File: config.mk
export PLATFORM = sky130hd
export DESIGN_NAME = pipe_stall_ctrl_flat
export DESIGN_NICKNAME = d
export VERILOG_FILES = /design/src/rtl/pipe_stall_ctrl_if.sv /design/src/rtl/pipe_stall_ctrl.sv /design/src/flat_wrapper.sv
export SDC_FILE = /design/constraint.sdc
export NUM_CORES = 1
export LEC_CHECK = 0
export CORE_UTILIZATION = 31
export CTS_BUF_LIST = sky130_fd_sc_hd__clkbuf_16
export DETAILED_ROUTE_END_ITERATION = 6
export PLACE_DENSITY = 0.62
export SLEW_MARGIN = 25
export SYNTH_ARGS = -nofsm -noshare
export SYNTH_HDL_FRONTEND = slang
export SYNTH_SLANG_ARGS = --single-unit
File: constraint.sdc
create_clock -name clk -period 1.7 [get_ports clk]
set_input_delay 0.17 -clock clk [delete_from_list [all_inputs] [get_ports clk]]
set_output_delay 0.17 -clock clk [all_outputs]
set_load 0.01 [all_outputs]
File: src/rtl/pipe_stall_ctrl_if.sv
// Stall/flush handshake bundle between the core datapath (master) and the pipeline sequencer (slave).
// PIPE_STALL_PERF_EN adds the three 32-bit stall-cycle counters to the bundle.
interface pipe_stall_ctrl_if;
   logic        ID_EX_DH_Stall;
   logic        ID_MEM1_DH_Stall;
   logic        ID_MEM2_DH_Stall;
   logic        Icache_Busy;
   logic        Dcache_Busy;
   logic        EXE_DivStart;
   logic        EXE_PredFail;
   logic        MEM_Exception;

   logic        PC_Wr;
   logic        ID_Wr;
   logic        EXE_Wr;
   logic        MEM_Wr;
   logic        MEM2_Wr;
   logic        WB_Wr;
   logic        ID_Flush;
   logic        EXE_Flush;
   logic        MEM_Flush;
   logic        MEM2_Flush;
   logic        Div_Done;
   logic        Div_Abort;
   logic        Exc_Redirect;

`ifdef PIPE_STALL_PERF_EN
   logic [31:0] Perf_DH_Cycles;
   logic [31:0] Perf_Dc_Cycles;
   logic [31:0] Perf_Div_Cycles;

   modport master (
      output ID_EX_DH_Stall, ID_MEM1_DH_Stall, ID_MEM2_DH_Stall,
      output Icache_Busy, Dcache_Busy, EXE_DivStart, EXE_PredFail, MEM_Exception,
      input  PC_Wr, ID_Wr, EXE_Wr, MEM_Wr, MEM2_Wr, WB_Wr,
      input  ID_Flush, EXE_Flush, MEM_Flush, MEM2_Flush,
      input  Div_Done, Div_Abort, Exc_Redirect,
      input  Perf_DH_Cycles, Perf_Dc_Cycles, Perf_Div_Cycles
   );

   modport slave (
      input  ID_EX_DH_Stall, ID_MEM1_DH_Stall, ID_MEM2_DH_Stall,
      input  Icache_Busy, Dcache_Busy, EXE_DivStart, EXE_PredFail, MEM_Exception,
      output PC_Wr, ID_Wr, EXE_Wr, MEM_Wr, MEM2_Wr, WB_Wr,
      output ID_Flush, EXE_Flush, MEM_Flush, MEM2_Flush,
      output Div_Done, Div_Abort, Exc_Redirect,
      output Perf_DH_Cycles, Perf_Dc_Cycles, Perf_Div_Cycles
   );
`else
   modport master (
      output ID_EX_DH_Stall, ID_MEM1_DH_Stall, ID_MEM2_DH_Stall,
      output Icache_Busy, Dcache_Busy, EXE_DivStart, EXE_PredFail, MEM_Exception,
      input  PC_Wr, ID_Wr, EXE_Wr, MEM_Wr, MEM2_Wr, WB_Wr,
      input  ID_Flush, EXE_Flush, MEM_Flush, MEM2_Flush,
      input  Div_Done, Div_Abort, Exc_Redirect
   );

   modport slave (
      input  ID_EX_DH_Stall, ID_MEM1_DH_Stall, ID_MEM2_DH_Stall,
      input  Icache_Busy, Dcache_Busy, EXE_DivStart, EXE_PredFail, MEM_Exception,
      output PC_Wr, ID_Wr, EXE_Wr, MEM_Wr, MEM2_Wr, WB_Wr,
      output ID_Flush, EXE_Flush, MEM_Flush, MEM2_Flush,
      output Div_Done, Div_Abort, Exc_Redirect
   );
`endif
endinterface

File: src/rtl/pipe_stall_ctrl.sv
// Pipeline sequencer: merges hazards, cache busy, divide hold and exceptions into per-stage enables/flushes, zero-latency (combinational) outputs.
// Optional PIPE_STALL_PERF_EN adds wrapping 32-bit counters of DH, D-cache and divide stall cycles.
module pipe_stall_ctrl #(
   parameter int DIV_LAT = 32,
   parameter int CNT_W   = 6
) (
   input  logic              clk,
   input  logic              resetn,
   pipe_stall_ctrl_if.slave  bus
);

   typedef enum logic [1:0] {
      S_RUN = 2'd0,
      S_DIV = 2'd1,
      S_EXC = 2'd2
   } state_t;

   // The start cycle already counts as the first hold cycle, so the counter
   // is loaded pre-decremented: Div_Done lands on the DIV_LAT-th cycle.
   localparam logic [CNT_W-1:0] CNT_START = CNT_W'(DIV_LAT - 2);

   state_t           state;
   logic [CNT_W-1:0] div_cnt;
   logic             div_done_seen;

   logic             dh_any;
   logic             exc_pend;
   logic             div_go;
   logic             div_hold;
   logic             div_fin;
   logic             dh_stall;

   always_comb begin
      dh_any   = bus.ID_EX_DH_Stall | bus.ID_MEM1_DH_Stall | bus.ID_MEM2_DH_Stall;
      exc_pend = (state == S_EXC) | bus.MEM_Exception;
      div_go   = (state == S_RUN) & bus.EXE_DivStart & ~div_done_seen;
      div_hold = div_go | ((state == S_DIV) & (div_cnt != '0));
      div_fin  = (state == S_DIV) & (div_cnt == '0);
      dh_stall = resetn & ~exc_pend & ~bus.Dcache_Busy & ~div_hold
                 & ~bus.EXE_PredFail & dh_any;
   end

   always_comb begin
      bus.PC_Wr        = 1'b1;
      bus.ID_Wr        = 1'b1;
      bus.EXE_Wr       = 1'b1;
      bus.MEM_Wr       = 1'b1;
      bus.MEM2_Wr      = 1'b1;
      bus.WB_Wr        = 1'b1;
      bus.ID_Flush     = 1'b0;
      bus.EXE_Flush    = 1'b0;
      bus.MEM_Flush    = 1'b0;
      bus.MEM2_Flush   = 1'b0;
      bus.Div_Done     = 1'b0;
      bus.Div_Abort    = 1'b0;
      bus.Exc_Redirect = 1'b0;

      if (!resetn) begin
         bus.PC_Wr      = 1'b0;
         bus.ID_Wr      = 1'b0;
         bus.EXE_Wr     = 1'b0;
         bus.MEM_Wr     = 1'b0;
         bus.MEM2_Wr    = 1'b0;
         bus.WB_Wr      = 1'b0;
         bus.ID_Flush   = 1'b1;
         bus.EXE_Flush  = 1'b1;
         bus.MEM_Flush  = 1'b1;
         bus.MEM2_Flush = 1'b1;
      end else if (exc_pend) begin
         bus.Div_Abort = (state == S_DIV);
         if (bus.Dcache_Busy) begin
            bus.PC_Wr   = 1'b0;
            bus.ID_Wr   = 1'b0;
            bus.EXE_Wr  = 1'b0;
            bus.MEM_Wr  = 1'b0;
            bus.MEM2_Wr = 1'b0;
            bus.WB_Wr   = 1'b0;
         end else begin
            bus.ID_Flush     = 1'b1;
            bus.EXE_Flush    = 1'b1;
            bus.MEM_Flush    = 1'b1;
            bus.MEM2_Flush   = 1'b1;
            bus.Exc_Redirect = 1'b1;
         end
      end else if (bus.Dcache_Busy) begin
         bus.PC_Wr   = 1'b0;
         bus.ID_Wr   = 1'b0;
         bus.EXE_Wr  = 1'b0;
         bus.MEM_Wr  = 1'b0;
         bus.MEM2_Wr = 1'b0;
         bus.WB_Wr   = 1'b0;
      end else if (div_hold) begin
         bus.PC_Wr     = 1'b0;
         bus.ID_Wr     = 1'b0;
         bus.EXE_Wr    = 1'b0;
         bus.MEM_Flush = 1'b1;
      end else begin
         bus.Div_Done = div_fin;
         // A mispredict squashes the wrong-path ID, so its hazards and fetch stalls are moot.
         if (bus.EXE_PredFail) begin
            bus.ID_Flush  = 1'b1;
            bus.EXE_Flush = 1'b1;
            bus.ID_Wr     = ~bus.Icache_Busy;
         end else if (dh_any) begin
            bus.PC_Wr     = 1'b0;
            bus.ID_Wr     = 1'b0;
            bus.EXE_Flush = 1'b1;
         end else if (bus.Icache_Busy) begin
            bus.PC_Wr    = 1'b0;
            bus.ID_Flush = 1'b1;
         end
      end
   end

   always_ff @(posedge clk) begin
      if (!resetn) begin
         state         <= S_RUN;
         div_cnt       <= '0;
         div_done_seen <= 1'b0;
      end else if (exc_pend) begin
         if (bus.Dcache_Busy) begin
            state <= S_EXC;
         end else begin
            state         <= S_RUN;
            div_cnt       <= '0;
            div_done_seen <= 1'b0;
         end
      end else if (!bus.Dcache_Busy) begin
         case (state)
            S_RUN: begin
               if (div_go) begin
                  div_cnt <= CNT_START;
                  state   <= S_DIV;
               end else if (!bus.EXE_DivStart) begin
                  div_done_seen <= 1'b0;
               end
            end
            S_DIV: begin
               if (div_cnt == '0) begin
                  state         <= S_RUN;
                  div_done_seen <= 1'b1;
               end else begin
                  div_cnt <= div_cnt - 1'b1;
               end
            end
            default: state <= S_RUN;
         endcase
      end
   end

`ifdef PIPE_STALL_PERF_EN
   logic [31:0] perf_dh;
   logic [31:0] perf_dc;
   logic [31:0] perf_div;

   always_ff @(posedge clk) begin
      if (!resetn) begin
         perf_dh  <= '0;
         perf_dc  <= '0;
         perf_div <= '0;
      end else begin
         if (dh_stall)
            perf_dh <= perf_dh + 32'd1;
         if (bus.Dcache_Busy)
            perf_dc <= perf_dc + 32'd1;
         if (!exc_pend && !bus.Dcache_Busy && div_hold)
            perf_div <= perf_div + 32'd1;
      end
   end

   assign bus.Perf_DH_Cycles  = perf_dh;
   assign bus.Perf_Dc_Cycles  = perf_dc;
   assign bus.Perf_Div_Cycles = perf_div;
`else
   logic unused_dh_stall;
   assign unused_dh_stall = dh_stall;
`endif

endmodule

File: src/flat_wrapper.sv
// flat-port wrapper written by rule: the top's interface ports become plain ports
module pipe_stall_ctrl_flat 
#(
   parameter int DIV_LAT = 32,
   parameter int CNT_W   = 6
)
  (clk, resetn, bus_ID_EX_DH_Stall, bus_ID_MEM1_DH_Stall, bus_ID_MEM2_DH_Stall, bus_Icache_Busy, bus_Dcache_Busy, bus_EXE_DivStart, bus_EXE_PredFail, bus_MEM_Exception, bus_PC_Wr, bus_ID_Wr, bus_EXE_Wr, bus_MEM_Wr, bus_MEM2_Wr, bus_WB_Wr, bus_ID_Flush, bus_EXE_Flush, bus_MEM_Flush, bus_MEM2_Flush, bus_Div_Done, bus_Div_Abort, bus_Exc_Redirect);
  pipe_stall_ctrl_if bus_i ();
  input  logic clk;
  input  logic resetn;
  input wire logic [$bits(bus_i.ID_EX_DH_Stall)-1:0] bus_ID_EX_DH_Stall;
  input wire logic [$bits(bus_i.ID_MEM1_DH_Stall)-1:0] bus_ID_MEM1_DH_Stall;
  input wire logic [$bits(bus_i.ID_MEM2_DH_Stall)-1:0] bus_ID_MEM2_DH_Stall;
  input wire logic [$bits(bus_i.Icache_Busy)-1:0] bus_Icache_Busy;
  input wire logic [$bits(bus_i.Dcache_Busy)-1:0] bus_Dcache_Busy;
  input wire logic [$bits(bus_i.EXE_DivStart)-1:0] bus_EXE_DivStart;
  input wire logic [$bits(bus_i.EXE_PredFail)-1:0] bus_EXE_PredFail;
  input wire logic [$bits(bus_i.MEM_Exception)-1:0] bus_MEM_Exception;
  output wire logic [$bits(bus_i.PC_Wr)-1:0] bus_PC_Wr;
  output wire logic [$bits(bus_i.ID_Wr)-1:0] bus_ID_Wr;
  output wire logic [$bits(bus_i.EXE_Wr)-1:0] bus_EXE_Wr;
  output wire logic [$bits(bus_i.MEM_Wr)-1:0] bus_MEM_Wr;
  output wire logic [$bits(bus_i.MEM2_Wr)-1:0] bus_MEM2_Wr;
  output wire logic [$bits(bus_i.WB_Wr)-1:0] bus_WB_Wr;
  output wire logic [$bits(bus_i.ID_Flush)-1:0] bus_ID_Flush;
  output wire logic [$bits(bus_i.EXE_Flush)-1:0] bus_EXE_Flush;
  output wire logic [$bits(bus_i.MEM_Flush)-1:0] bus_MEM_Flush;
  output wire logic [$bits(bus_i.MEM2_Flush)-1:0] bus_MEM2_Flush;
  output wire logic [$bits(bus_i.Div_Done)-1:0] bus_Div_Done;
  output wire logic [$bits(bus_i.Div_Abort)-1:0] bus_Div_Abort;
  output wire logic [$bits(bus_i.Exc_Redirect)-1:0] bus_Exc_Redirect;
  assign bus_i.ID_EX_DH_Stall = bus_ID_EX_DH_Stall;
  assign bus_i.ID_MEM1_DH_Stall = bus_ID_MEM1_DH_Stall;
  assign bus_i.ID_MEM2_DH_Stall = bus_ID_MEM2_DH_Stall;
  assign bus_i.Icache_Busy = bus_Icache_Busy;
  assign bus_i.Dcache_Busy = bus_Dcache_Busy;
  assign bus_i.EXE_DivStart = bus_EXE_DivStart;
  assign bus_i.EXE_PredFail = bus_EXE_PredFail;
  assign bus_i.MEM_Exception = bus_MEM_Exception;
  assign bus_PC_Wr = bus_i.PC_Wr;
  assign bus_ID_Wr = bus_i.ID_Wr;
  assign bus_EXE_Wr = bus_i.EXE_Wr;
  assign bus_MEM_Wr = bus_i.MEM_Wr;
  assign bus_MEM2_Wr = bus_i.MEM2_Wr;
  assign bus_WB_Wr = bus_i.WB_Wr;
  assign bus_ID_Flush = bus_i.ID_Flush;
  assign bus_EXE_Flush = bus_i.EXE_Flush;
  assign bus_MEM_Flush = bus_i.MEM_Flush;
  assign bus_MEM2_Flush = bus_i.MEM2_Flush;
  assign bus_Div_Done = bus_i.Div_Done;
  assign bus_Div_Abort = bus_i.Div_Abort;
  assign bus_Exc_Redirect = bus_i.Exc_Redirect;
  pipe_stall_ctrl #(.DIV_LAT(DIV_LAT), .CNT_W(CNT_W)) u_core (.clk(clk), .resetn(resetn), .bus(bus_i));
endmodule
# [Yosys cells after proc, flatten, opt, wreduce, memory -nomap -nowiden]
# Index checks and enable logic that the tools add are counted.
# Widths: inputs -> output; s select.
[word_totals] regBits=9 input_bits=10 elab_cells=94
[classes] n_addsub=1 eq_ne=8 muxes=64 bitwise_logic=11 reduce_logical=7
[op_table] op="$mux 1" count=51
[op_table] op="$mux 6" count=5
[op_table] op="$ne 3x2->1 const B" count=4
[op_table] op="$pmux 6 s2" count=1
[op_table] op="$mux 2" count=5
[op_table] op="$logic_not 6->1" count=1
[op_table] op="$reduce_bool 6->1" count=1
[op_table] op="$sub 6x1->6 const B" count=1
[op_table] op="$reduce_and 5->1" count=1
[op_table] op="$and 1x1->1" count=4
[op_table] op="$or 1x1->1" count=4
[op_table] op="$pmux 2 s2" count=1
[op_table] op="$reduce_and 4->1" count=1
[op_table] op="$ne 3x1->1 const B" count=1
[op_table] op="$not 1->1" count=3
[op_table] op="$reduce_and 3->1" count=1
[op_table] op="$reduce_bool 3->1" count=1
[op_table] op="$eq 2x1->1 const B" count=1
[op_table] op="$eq 2x2->1 const B" count=1
[op_table] op="$logic_not 2->1" count=1
[op_table] op="$ne 2x1->1 const B" count=1
[op_table] op="$pmux 1 s2" count=1

# [Depth between registers and ports, before layout]
# Gate-level depths: netlist (run 1).
[logic_depth] word_depth=8 mapped_depth=6

# [Least setup slack after synthesis (run 1)]
# OpenSTA, ideal clock, no wires.
[synth_path] kind="register -> register" from="register u_core.div_cnt[0]" to="register u_core.div_cnt[5]" setup_time_ns=0.083 arrival_time_ns=1.512 required_time_ns=1.617 slack_ns=0.106 path_stages_with_launch=7 n_path_buf=0 synth_period_minus_slack_ns=1.594 cell_sequence="dfxtp_1 inv_1 ha_1 nor3b_2 a2111o_1 or3_1 o221ai_1"
[synth_via] elab_chain_len=5 word_cells_on_any_way=8
[synth_rtl] element="from (decl)" line="pipe_stall_ctrl.sv:23" source="logic [CNT_W-1:0] div_cnt;"
[synth_rtl] element="from (signal assigned)" line="pipe_stall_ctrl.sv:143" source="div_cnt <= div_cnt - 1'b1;"
[synth_rtl] element="$sub 6x1->6" line="pipe_stall_ctrl.sv:143"
[synth_rtl] element="$mux 6" line="pipe_stall_ctrl.sv:139" source="if (div_cnt == '0) begin"
[synth_rtl] element="$pmux 6 s2" line="pipe_stall_ctrl.sv:129" source="case (state)"
[synth_rtl] element="$mux 6" line="pipe_stall_ctrl.sv:128" source="end else if (!bus.Dcache_Busy) begin"
[synth_rtl] element="$mux 6" line="pipe_stall_ctrl.sv:120" source="end else if (exc_pend) begin"
# Parallel ways exist; a longest one is shown, timed or not. The select of a mux whose other input is x is not followed.
# A chain may end at the register's enable or synchronous reset.

# [Worst setup path in the final report (run 1)]
[layout_path] from="register u_core.div_cnt[0]" to="output port bus_ID_Flush"
[layout_via] elab_chain_len=7
[layout_rtl] element="$reduce_bool 6->1" line="pipe_stall_ctrl.sv:37" source="div_hold = div_go | ((state == S_DIV) & (div_cnt != '0));"
[layout_rtl] element="$and 1x1->1" line="pipe_stall_ctrl.sv:37"
[layout_rtl] element="$or 1x1->1" line="pipe_stall_ctrl.sv:37"
[layout_rtl] element="$mux 1" line="pipe_stall_ctrl.sv:92" source="end else if (div_hold) begin"
[layout_rtl] element="$mux 1" line="pipe_stall_ctrl.sv:85" source="end else if (bus.Dcache_Busy) begin"
[layout_rtl] element="$mux 1" line="pipe_stall_ctrl.sv:69" source="end else if (exc_pend) begin"
[layout_rtl] element="$mux 1" line="pipe_stall_ctrl.sv:58" source="if (!resetn) begin"
[layout_rtl] element="to (decl)" line="flat_wrapper.sv:25" source="output wire logic [$bits(bus_i.ID_Flush)-1:0] bus_ID_Flush;"
# Every way passes these cells.

==> impl_metrics.json, run 1 <==
{
  "finalHoldViolCount": 0,
  "stdcell_count": 184,
  "synth-compound-area-share": 0.2894,
  "maxCapViolCount": 0,
  "yosys_warnings": 0,
  "syn_to_final_growth_pct": 86.50,
  "hold_path.class": "flip-flop to flip-flop",
  "drv_slew": 0,
  "worstPathRequired_ns": 1.53,
  "multiInputGateArea_um2": 619.3,
  "fin_crit_sh": 1.079,
  "holdPathStages": 2,
  "final_nets": 169,
  "rows": 17,
  "drc": 0,
  "r2r-start": "u_core.div_cnt[1]$_SDFFE_PN0P_",
  "coreArea_mm2": 0.002276,
  "io_buffer_count": 22,
  "synth_area_per_cell_um2": 7.852,
  "grt_pass1_wl_um": 3981,
  "r2r_end": "u_core.div_cnt[5]$_SDFFE_PN0P_",
  "syn_area_um2": 769.5,
  "drive_above_1_share": 0.4679,
  "place_hpwl_um": 1861,
  "rrSetupSlack_ns": -0.13,
  "via_per_inst": 5.234,
  "final.fill_count": 192,
  "setup_viol": 13,
  "die_height_um": 51.82,
  "grt_use_total": 0.2096,
  "cts_root_buf": "clkbuf_16",
  "max_freq_mhz": 545.4,
  "start_util": 0.3381,
  "whs_endpoint": "u_core.div_done_seen$_SDFFE_PN0P_",
  "muxShareOfSynthArea": 0.01301,
  "finalWeightedCongestion": 0.8731,
  "dp_slack_ns": -0.4021,
  "rsz0062_at_grt": "true",
  "routed-via-count": 963,
  "grt_max_degree": 11,
  "yosysUniqueCellTypes": 37,
  "dp_cells": 173,
  "layout_setup_ws_ns": -0.1337,
  "drt_iter0_markers": 14,
  "overflow": 0,
  "worstRegToRegCells": 8,
  "cts_max_level": 1,
  "crit_type": "flip-flop to primary output",
  "synth_top_family_by_area": "simple AND/OR/NAND/NOR gates",
  "hold_start": "u_core.div_done_seen$_SDFFE_PN0P_",
  "violations": "setup timing",
  "place_area_mm2": 0.001201,
  "synthCells": 98,
  "cp_max_fo": 5,
  "cts_buffers": 3,
  "tightest_slew_ns": 0.4147,
  "ir_worst_vdd_v": 0.0006500,
  "synth-xor-area-share": 0,
  "syn-num-nets": 110,
  "period_needed_ns": 1.834,
  "clock_skew_ns": 0.001635,
  "dieArea_mm2": 0.002685,
  "tns_ns": -1.103,
  "arrival_ns": 1.66,
  "io_pins": 23,
  "ys.flop_type": "dfxtp_1",
  "end_kind": "primary output",
  "slew_headroom": 0.7214,
  "clk_pin_slew_ns": 0.04,
  "p_per_area_mw_per_mm2": 659.6,
  "seq_area_frac_synth": 0.2341,
  "die_w_um": 51.82,
  "detail_route.wl_per_cell_um": 15.00,
  "crit_path_start_kind": "flip-flop",
  "ff_latch_area_um2": 183.9,
  "power_leakage_nw": 0.6372,
  "outcome": "complete, but fails checks",
  "clk_latency_ns": 0.24,
  "ant_nets": 0,
  "clock_path_buffers": 2,
  "p_total_mw": 0.9467,
  "grt_pass1_vias": 875,
  "n_antenna_cell": 0,
  "routed_wl_um": 2760,
  "yosys.area_share.adder": 0.03252,
  "yosys.area_share.simple": 0.2992,
  "cts_tree": "yes",
  "grt_antenna_before_repair": 0,
  "first_pass_iters": 4,
  "cts_sinks": 9,
  "ctsHoldBuffers": 0,
  "async_reset_ff_frac": 0,
  "synth_edf_count": 0,
  "synth_seq_cells": 9,
  "design_area_mm2": 0.001435
}
layer usage:
metal | vias to the layer above | wire (um) | track usage
met5 | - | 0 | 0
met4 | 0 | 65 | 0.1306
met3 | 6 | 125 | 0.03509
met2 | 30 | 1436 | 0.3761
met1 | 449 | 1133 | 0.2240
li1 | 478 | - | -
Yosys cell counts, types with 2 or more instances:
cell type,n,share of area
o31ai_1,3,0.029
dfxtp_1,9,0.23
inv_1,10,0.049
buf_4,4,0.039
nand2b_1,3,0.024
o21bai_1,2,0.020
a21oi_1,9,0.059
nor3_1,5,0.033
nand2_1,5,0.024
o21a_1,2,0.020
o21ai_0,3,0.020
ha_1,2,0.033
buf_6,3,0.044
nor3b_1,2,0.020
nor2b_1,3,0.024
nand3_1,2,0.013
nor2_1,5,0.024
a21o_1,2,0.020
o221ai_1,2,0.023
nor4_1,5,0.041
worst max path at each step:
stage / startpoint / cells after the start / endpoint / slack, ns
after global placement: u_core.div_cnt[0]$_SDFFE_PN0P_ / 7 / bus_PC_Wr / -0.33
final: u_core.div_cnt[0]$_SDFFE_PN0P_ / 7 / bus_ID_Flush / -0.13
after global routing: u_core.div_cnt[1]$_SDFFE_PN0P_ / 7 / bus_ID_Flush / -0.20
after detailed placement: u_core.div_cnt[0]$_SDFFE_PN0P_ / 7 / bus_ID_Wr / -0.40
after CTS: u_core.div_cnt[0]$_SDFFE_PN0P_ / 7 / bus_Div_Done / -0.13
after floorplan: u_core.div_cnt[0]$_SDFFE_PN0P_ / 6 / u_core.div_cnt[5]$_SDFFE_PN0P_ / 0.11
metrics by stage:
| stage | utilization | hold slack (ns) |
|---|---|---|
| 4_1_cts | 0.5822 | 0.4920 |
| 5_1_grt | 0.6306 | 0.5630 |
| 2_1_floorplan | - | 0.3540 |
| 3_5_place_dp | 0.5278 | 0.4896 |
| 3_3_place_gp | 0.5278 | 0.4912 |
| 6_report | 0.6306 | 0.5401 |
sequential cells by signal (all words and copies together), names as in the netlist:
signal and cells:
u_core.div_cnt 6, u_core.state 2, u_core.div_done_seen 1
worst max-delay path, cell delays in order (launching register included):
cell,delay [ns]
dfxtp_2,0.31
inv_2,0.08
ha_4,0.14
nor3b_4,0.29
a221oi_4,0.13
buf_4,0.17
o31ai_4,0.15
buf_2,0.16
final cells by class:
class                      instances  share of cell area
sequential                         9              0.1282
multi-input combinational         72              0.4316
clock inverter                     1            0.002616
tap                               28             0.02441
inverter                          10             0.02616
clock buffer                       3             0.05231
timing repair buffer              61              0.3348
cells by family after synthesis:
kind of cell / Yosys count
flip-flops: 9
adder cells (fa/ha/maj): 2
buffers and inverters: 17
AO/OA/AOI/OAI: 31
AND/OR/NAND/NOR: 38
multiplexers: 1
cell usage in the layout (no fill, tap or decap), types with 5 or more instances in the layout:
master	n
nor2_1	5
buf_4	36
dfxtp_1	6
inv_1	9
a21oi_1	8
dlygate4sd2_1	7
buf_2	7
clkdlybuf4s50_1	7
nor3_1	5
report_power, final:
part	internal (mW)	switching, mW
logic	0.153	0.146
registers	0.222	0.00756
clock network	0.308	0.110
total	0.683	0.264
repair_timing:
| item | in CTS | in global routing |
|---|---|---|
| setup endpoints to repair | 17 | 14 |
| pin swaps | 7 | 9 |
| setup buffers | 4 | 3 |
| resized for setup | 53 | 17 |
No activity file was read; power rests on OpenSTA's default activity.
==> run 2: changes to the inputs <==
Settings changed: PLACE_DENSITY 0.62 to 0.6.
Clock period 1.7 ns to 1.95 ns, I/O delays scaled along.
==> run 2 against run 1 <==
  * The run now ends clean
  * Clock skew is 0.0012 ns higher
  * Combinational power is 21% lower
  * Hold slack worse by 0.053 ns
  * Sequential share of layout area is 1.1 points higher
  * Count of clock-buffer cells in the layout stayed put
  * Non-clock buffer count is 9 lower
  * Critical endpoint is now bus_EXE_Flush
==> impl_metrics.json, run 2 (synthesis results as in run 1) <==
{
  "die_height_um": 51.82,
  "grt_use_met3": 0.04386,
  "dieArea_mm2": 0.002685,
  "die_w_um": 51.82,
  "outcome": "completed",
  "holdPathStages": 2,
  "syn_to_final_growth_pct": 71.06,
  "cts_tree": "yes",
  "maxCapViolCount": 0,
  "via_per_inst": 5.303,
  "crit_path_start_kind": "flip-flop",
  "routed_wl_um": 2551,
  "rows": 17,
  "routed-via-count": 928,
  "detail_route.wl_per_cell_um": 14.58,
  "largest_registers": "u_core.div_cnt (6), u_core.state (2), u_core.div_done_seen (1)",
  "rrSetupSlack_ns": 0.13,
  "pwr-share-comb": 0.296,
  "arrival_ns": 1.70,
  "crit_type": "flip-flop to primary output",
  "tns_ns": 0,
  "busiest_layer": "met2",
  "coreArea_mm2": 0.002276,
  "finalHoldViolCount": 0,
  "ir_worst_vdd_v": 0.0005136,
  "r2r_end": "u_core.div_cnt[5]$_SDFFE_PN0P_",
  "hold_slack_ns": 0.4867,
  "grt_pass1_wl_um": 4278,
  "met2_usage": 0.3782,
  "rsz0062_at_grt": "true",
  "cts_root_buf": "clkbuf_16",
  "power.share.sequential": 0.250,
  "grt_antenna_before_repair": 0,
  "first_pass_iters": 4,
  "r2r-start": "u_core.div_cnt[0]$_SDFFE_PN0P_",
  "p_per_area_mw_per_mm2": 605.8,
  "layout_common_cells": "buf_4, clkdlybuf4s50_1, inv_1",
  "slew_headroom": 0.7214,
  "hold_path.class": "flip-flop to flip-flop",
  "hold_start": "u_core.div_done_seen$_SDFFE_PN0P_",
  "period_needed_ns": 1.890,
  "p_int_mw": 0.5843,
  "drt_iter0_markers": 21,
  "final.fill_count": 207,
  "io_pins": 23,
  "end_kind": "primary output",
  "regMostFlops": "u_core.div_cnt",
  "p_sw_mw": 0.2131,
  "cp_max_fo": 5,
  "max_freq_mhz": 529.1,
  "worstRegToRegCells": 8,
  "drc": 0,
  "ant_nets": 0,
  "worstPathRequired_ns": 1.75,
  "layout_commonest_cell": "buf_4",
  "dp_cells": 166,
  "tightest_slew_ns": 0.4148,
  "clk_pin_slew_ns": 0.04,
  "fin_crit_sh": 0.9693,
  "grt_max_degree": 9,
  "cts_max_level": 1,
  "drive_above_1_share": 0.3878,
  "whs_endpoint": "u_core.div_done_seen$_SDFFE_PN0P_",
  "grt_pass1_vias": 952,
  "setup_viol": 0,
  "p_sw_frac": 0.2673,
  "drv_slew": 0,
  "utilization": 0.5783,
  "ctsHoldBuffers": 0,
  "clock_skew_ns": 0.002868,
  "clk_latency_ns": 0.23,
  "stdcell_count": 175,
  "cts_sinks": 9,
  "power_leakage_nw": 0.5774,
  "finalWeightedCongestion": 0.7908,
  "clkPwrFrac": 0.455,
  "grtUsageMet1": 0.2451,
  "cts_buffers": 3,
  "final_nets": 160,
  "place_hpwl_um": 1755,
  "n_antenna_cell": 0,
  "io_buffer_count": 22,
  "clock_path_buffers": 2,
  "start_util": 0.3381,
  "overflow": 0,
  "largest_register_ff_count": 6,
  "grt_use_total": 0.2145
}
## run 2: changes by cell type in the layout (fill, tap and decap cells not counted), moves of 2 or more
cell	delta
buf_6	-2
dlygate4sd2_1	-5
clkdlybuf4s50_1	+6
buf_2	-3
buf_4	-7
## run 2: layer usage
metal  wire length [um]  share of wire  vias up
met5                  0              0        -
met4                 36          0.014        0
met3                111          0.044        4
met2               1300           0.51       29
met1               1102           0.43      439
li1                   -              -      456
## run 2: worst max-delay path by stage
stage / startpoint / endpoint / slack, ns
finish: u_core.div_cnt[1]$_SDFFE_PN0P_ / bus_EXE_Flush / 0.06
global placement: bus_EXE_DivStart / bus_PC_Wr / -0.11
CTS: u_core.div_cnt[1]$_SDFFE_PN0P_ / bus_MEM_Flush / 0.02
global route: u_core.div_cnt[1]$_SDFFE_PN0P_ / bus_Div_Done / -0.01
detailed placement: u_core.div_cnt[1]$_SDFFE_PN0P_ / bus_ID_Wr / -0.15
floorplan: u_core.div_cnt[0]$_SDFFE_PN0P_ / u_core.div_cnt[5]$_SDFFE_PN0P_ / 0.36
## run 2: metrics by stage
| stage | area, um^2 | power, mW | setup slack, ns |
|---|---|---|---|
| finish | 1316 | 0.7974 | 0.05991 |
| global route | 1316 | 0.8387 | -0.01327 |
| floorplan | 769.5 | 0.3012 | 0.3556 |
| CTS | 1274 | 0.7825 | 0.02436 |
| global placement | 1149 | 0.3996 | -0.1117 |
| detailed placement | 1149 | 0.4016 | -0.1474 |
## run 2: critical path, cell delays in order (launching register included)
cell and delay, ns:
dfxtp_2 0.31, inv_2 0.05, ha_2 0.15, nor3b_4 0.29, a221oi_4 0.14, o31ai_1 0.21, dlygate4sd2_1 0.30
## run 2: cell type report
cell class	count	area, um^2	area share
tap	28	35.03	0.02662
inverter	10	37.54	0.02852
clock buffer	3	75.07	0.05703
multi-input combinational	72	558.0	0.4240
timing repair buffer	52	424.2	0.3222
clock inverter	1	3.754	0.002852
sequential	9	182.7	0.1388
## run 2: timing repair
item / 4_1_cts / 5_1_grt
endpoints found under the setup margin: 9 / 14
gates cloned: 0 / 0
gates resized for setup: 29 / 16
setup buffers: 4 / 1
pin swaps: 2 / 6
## run 2: power groups by stage
stage,sequential [mW],clock [mW],combinational [mW]
2_1_floorplan,0.203,0,0.0980
3_3_place_gp,0.200,0,0.200
3_5_place_dp,0.200,0,0.201
4_1_cts,0.199,0.364,0.220
5_1_grt,0.200,0.383,0.256
6_report,0.199,0.363,0.236
==> run 3: changes to the inputs <==
Settings changed: CORE_UTILIZATION 31 to 48, CTS_BUF_LIST sky130_fd_sc_hd__clkbuf_16 to sky130_fd_sc_hd__clkbuf_8, PLACE_DENSITY 0.6 to 0.84.
==> run 3 against run 2 <==
  * The run now ends with setup timing left
  * Sequential power is essentially flat
  * Hold slack gained 0.0018 ns
  * Fmax down 3.8%
  * Wire length is 4.3% lower
  * Clock power decreased by 39%
  * Sequential share of layout area grew 1.2 points
  * First-iteration DRC count increased by 43%
  * Setup slack lost 0.074 ns
  * Utilization rose by 23 points
  * Design area shrank 7.9%
==> impl_metrics.json, run 3 (synthesis results as in run 1) <==
{
  "p_per_area_mw_per_mm2": 523.4,
  "grt_max_degree": 14,
  "holdPathStages": 2,
  "ir_worst_vdd_v": 0.0004849,
  "grt_pass1_vias": 905,
  "routed-via-count": 947,
  "dieArea_mm2": 0.001767,
  "rrSetupSlack_ns": 0.06,
  "crit_type": "flip-flop to primary output",
  "routed_wl_um": 2442,
  "finalWeightedCongestion": 0.9102,
  "coreArea_mm2": 0.001506,
  "clk_pin_slew_ns": 0.05,
  "tightest_slew_ns": 0.4775,
  "fin_crit_sh": 1.007,
  "n_antenna_cell": 0,
  "drive_above_1_share": 0.3357,
  "start_util": 0.5108,
  "cp_cell_sequence": "inv_2 -> ha_4 -> nor3b_4 -> a221oi_4 -> buf_6 -> o21bai_1 -> a21oi_1 -> buf_2",
  "setup_viol": 1,
  "overflow": 0,
  "place_area_mm2": 0.001081,
  "first_pass_iters": 4,
  "finalHoldViolCount": 0,
  "maxCapViolCount": 0,
  "r2r_end": "u_core.div_cnt[2]$_SDFFE_PN0P_",
  "slew_headroom": 0.6790,
  "violations": "setup timing",
  "die_height_um": 42.04,
  "drv_slew": 0,
  "cp_max_fo": 5,
  "place_hpwl_um": 1533,
  "worstRegToRegCells": 7,
  "critPathMaxStageDelay_ns": 0.33,
  "dp_slack_ns": -0.1536,
  "arrival_ns": 1.77,
  "slowest_stage": "dfxtp_2",
  "ant_nets": 0,
  "power_leakage_nw": 0.5172,
  "period_needed_ns": 1.964,
  "grt_use_total": 0.2857,
  "clk_latency_ns": 0.24,
  "cts_buffers": 3,
  "layout_setup_ws_ns": -0.01380,
  "cp_top_family": "compound AO/OA/AOI/OAI gates",
  "syn_to_final_growth_pct": 57.56,
  "detail_route.wl_per_cell_um": 15.65,
  "p_total_mw": 0.6345,
  "grt_antenna_before_repair": 0,
  "whs_endpoint": "u_core.div_done_seen$_SDFFE_PN0P_",
  "crit_buf_inv": 3,
  "regMostFlops": "u_core.div_cnt",
  "max_freq_mhz": 509.2,
  "largest_registers": "u_core.div_cnt (6), u_core.state (2), u_core.div_done_seen (1)",
  "cts_sinks": 9,
  "largest_register_ff_count": 6,
  "r2r-start": "u_core.div_cnt[1]$_SDFFE_PN0P_",
  "cts_tree": "yes",
  "cts_root_buf": "clkbuf_8",
  "rsz0062_at_grt": "true",
  "ctsHoldBuffers": 0,
  "worstPathRequired_ns": 1.75,
  "cts_max_level": 1,
  "end_kind": "primary output",
  "io_buffer_count": 22,
  "layout_commonest_cell": "buf_4",
  "outcome": "complete, but fails checks",
  "drc": 0,
  "die_w_um": 42.04,
  "clock_skew_ns": 0.005858,
  "final_nets": 153,
  "hold_slack_ns": 0.4885,
  "design_area_mm2": 0.001212,
  "layout_common_cells": "buf_4, clkdlybuf4s50_1, a21oi_1",
  "drt_iter0_markers": 30,
  "hold_start": "u_core.div_done_seen$_SDFFE_PN0P_",
  "clock_path_buffers": 2,
  "rows": 14,
  "crit_path_start_kind": "flip-flop",
  "grt_pass1_wl_um": 3836,
  "io_pins": 23,
  "via_per_inst": 6.071,
  "hold_path.class": "flip-flop to flip-flop"
}
## run 3: how the worst max path moves through the flow
stage                                     end  depth (start not counted)                            from
2_1_floorplan  u_core.div_cnt[5]$_SDFFE_PN0P_                          6  u_core.div_cnt[0]$_SDFFE_PN0P_
3_3_place_gp                        bus_ID_Wr                          6                bus_EXE_DivStart
3_5_place_dp                        bus_PC_Wr                          7  u_core.div_cnt[1]$_SDFFE_PN0P_
4_1_cts                             bus_PC_Wr                          6    u_core.state[0]$_SDFFE_PN0P_
5_1_grt                             bus_ID_Wr                          8  u_core.div_cnt[0]$_SDFFE_PN0P_
6_report                            bus_PC_Wr                          8  u_core.div_cnt[0]$_SDFFE_PN0P_
## run 3: area by class of cell
cell class | count | area (um^2)
multi-input combinational | 72 | 544.3
timing repair buffer | 45 | 381.6
fill | 97 | 294.0
sequential | 9 | 182.7
clock buffer | 3 | 41.29
inverter | 10 | 37.54
tap | 16 | 20.02
clock inverter | 1 | 5.005
## run 3: tightest hold or removal path: cells and delay by family (launching register included)
family / cells / cell delay (ns)
flops: 1 / 0.31
compound gates: 2 / 0.13
## run 3: where the power goes
group / internal, mW / switching, mW / total [mW] / leakage (nW)
logic: 0.107 / 0.104 / 0.211 / 0.417
clock network: 0.140 / 0.0817 / 0.222 / 0.0255
registers: 0.193 / 0.00978 / 0.202 / 0.0744
total: 0.439 / 0.195 / 0.635 / 0.517
## run 3: layer usage
layer  vias up  track usage  part of all wire
met2        49       0.5031              0.50
li1        444            -                 -
met5         -            0                 0
met4         0       0.1125             0.041
met3        13       0.1078             0.073
met1       441       0.3073              0.39
## run 3: timing repair
action	CTS	global route
pin swaps	0	6
endpoints found under the setup margin	8	14
resized for setup	26	12
cloned	0	0
setup buffers	3	3
## run 3: through the flow
step	cells	TNS, ns	util
final	156	-0.01380	0.8048
after global routing	156	-0.3315	0.8048
after CTS	154	-0.004215	0.7691
after detailed placement	147	-0.6374	0.7176
after global placement	147	-0.3698	0.7176
after floorplan	98	0	-
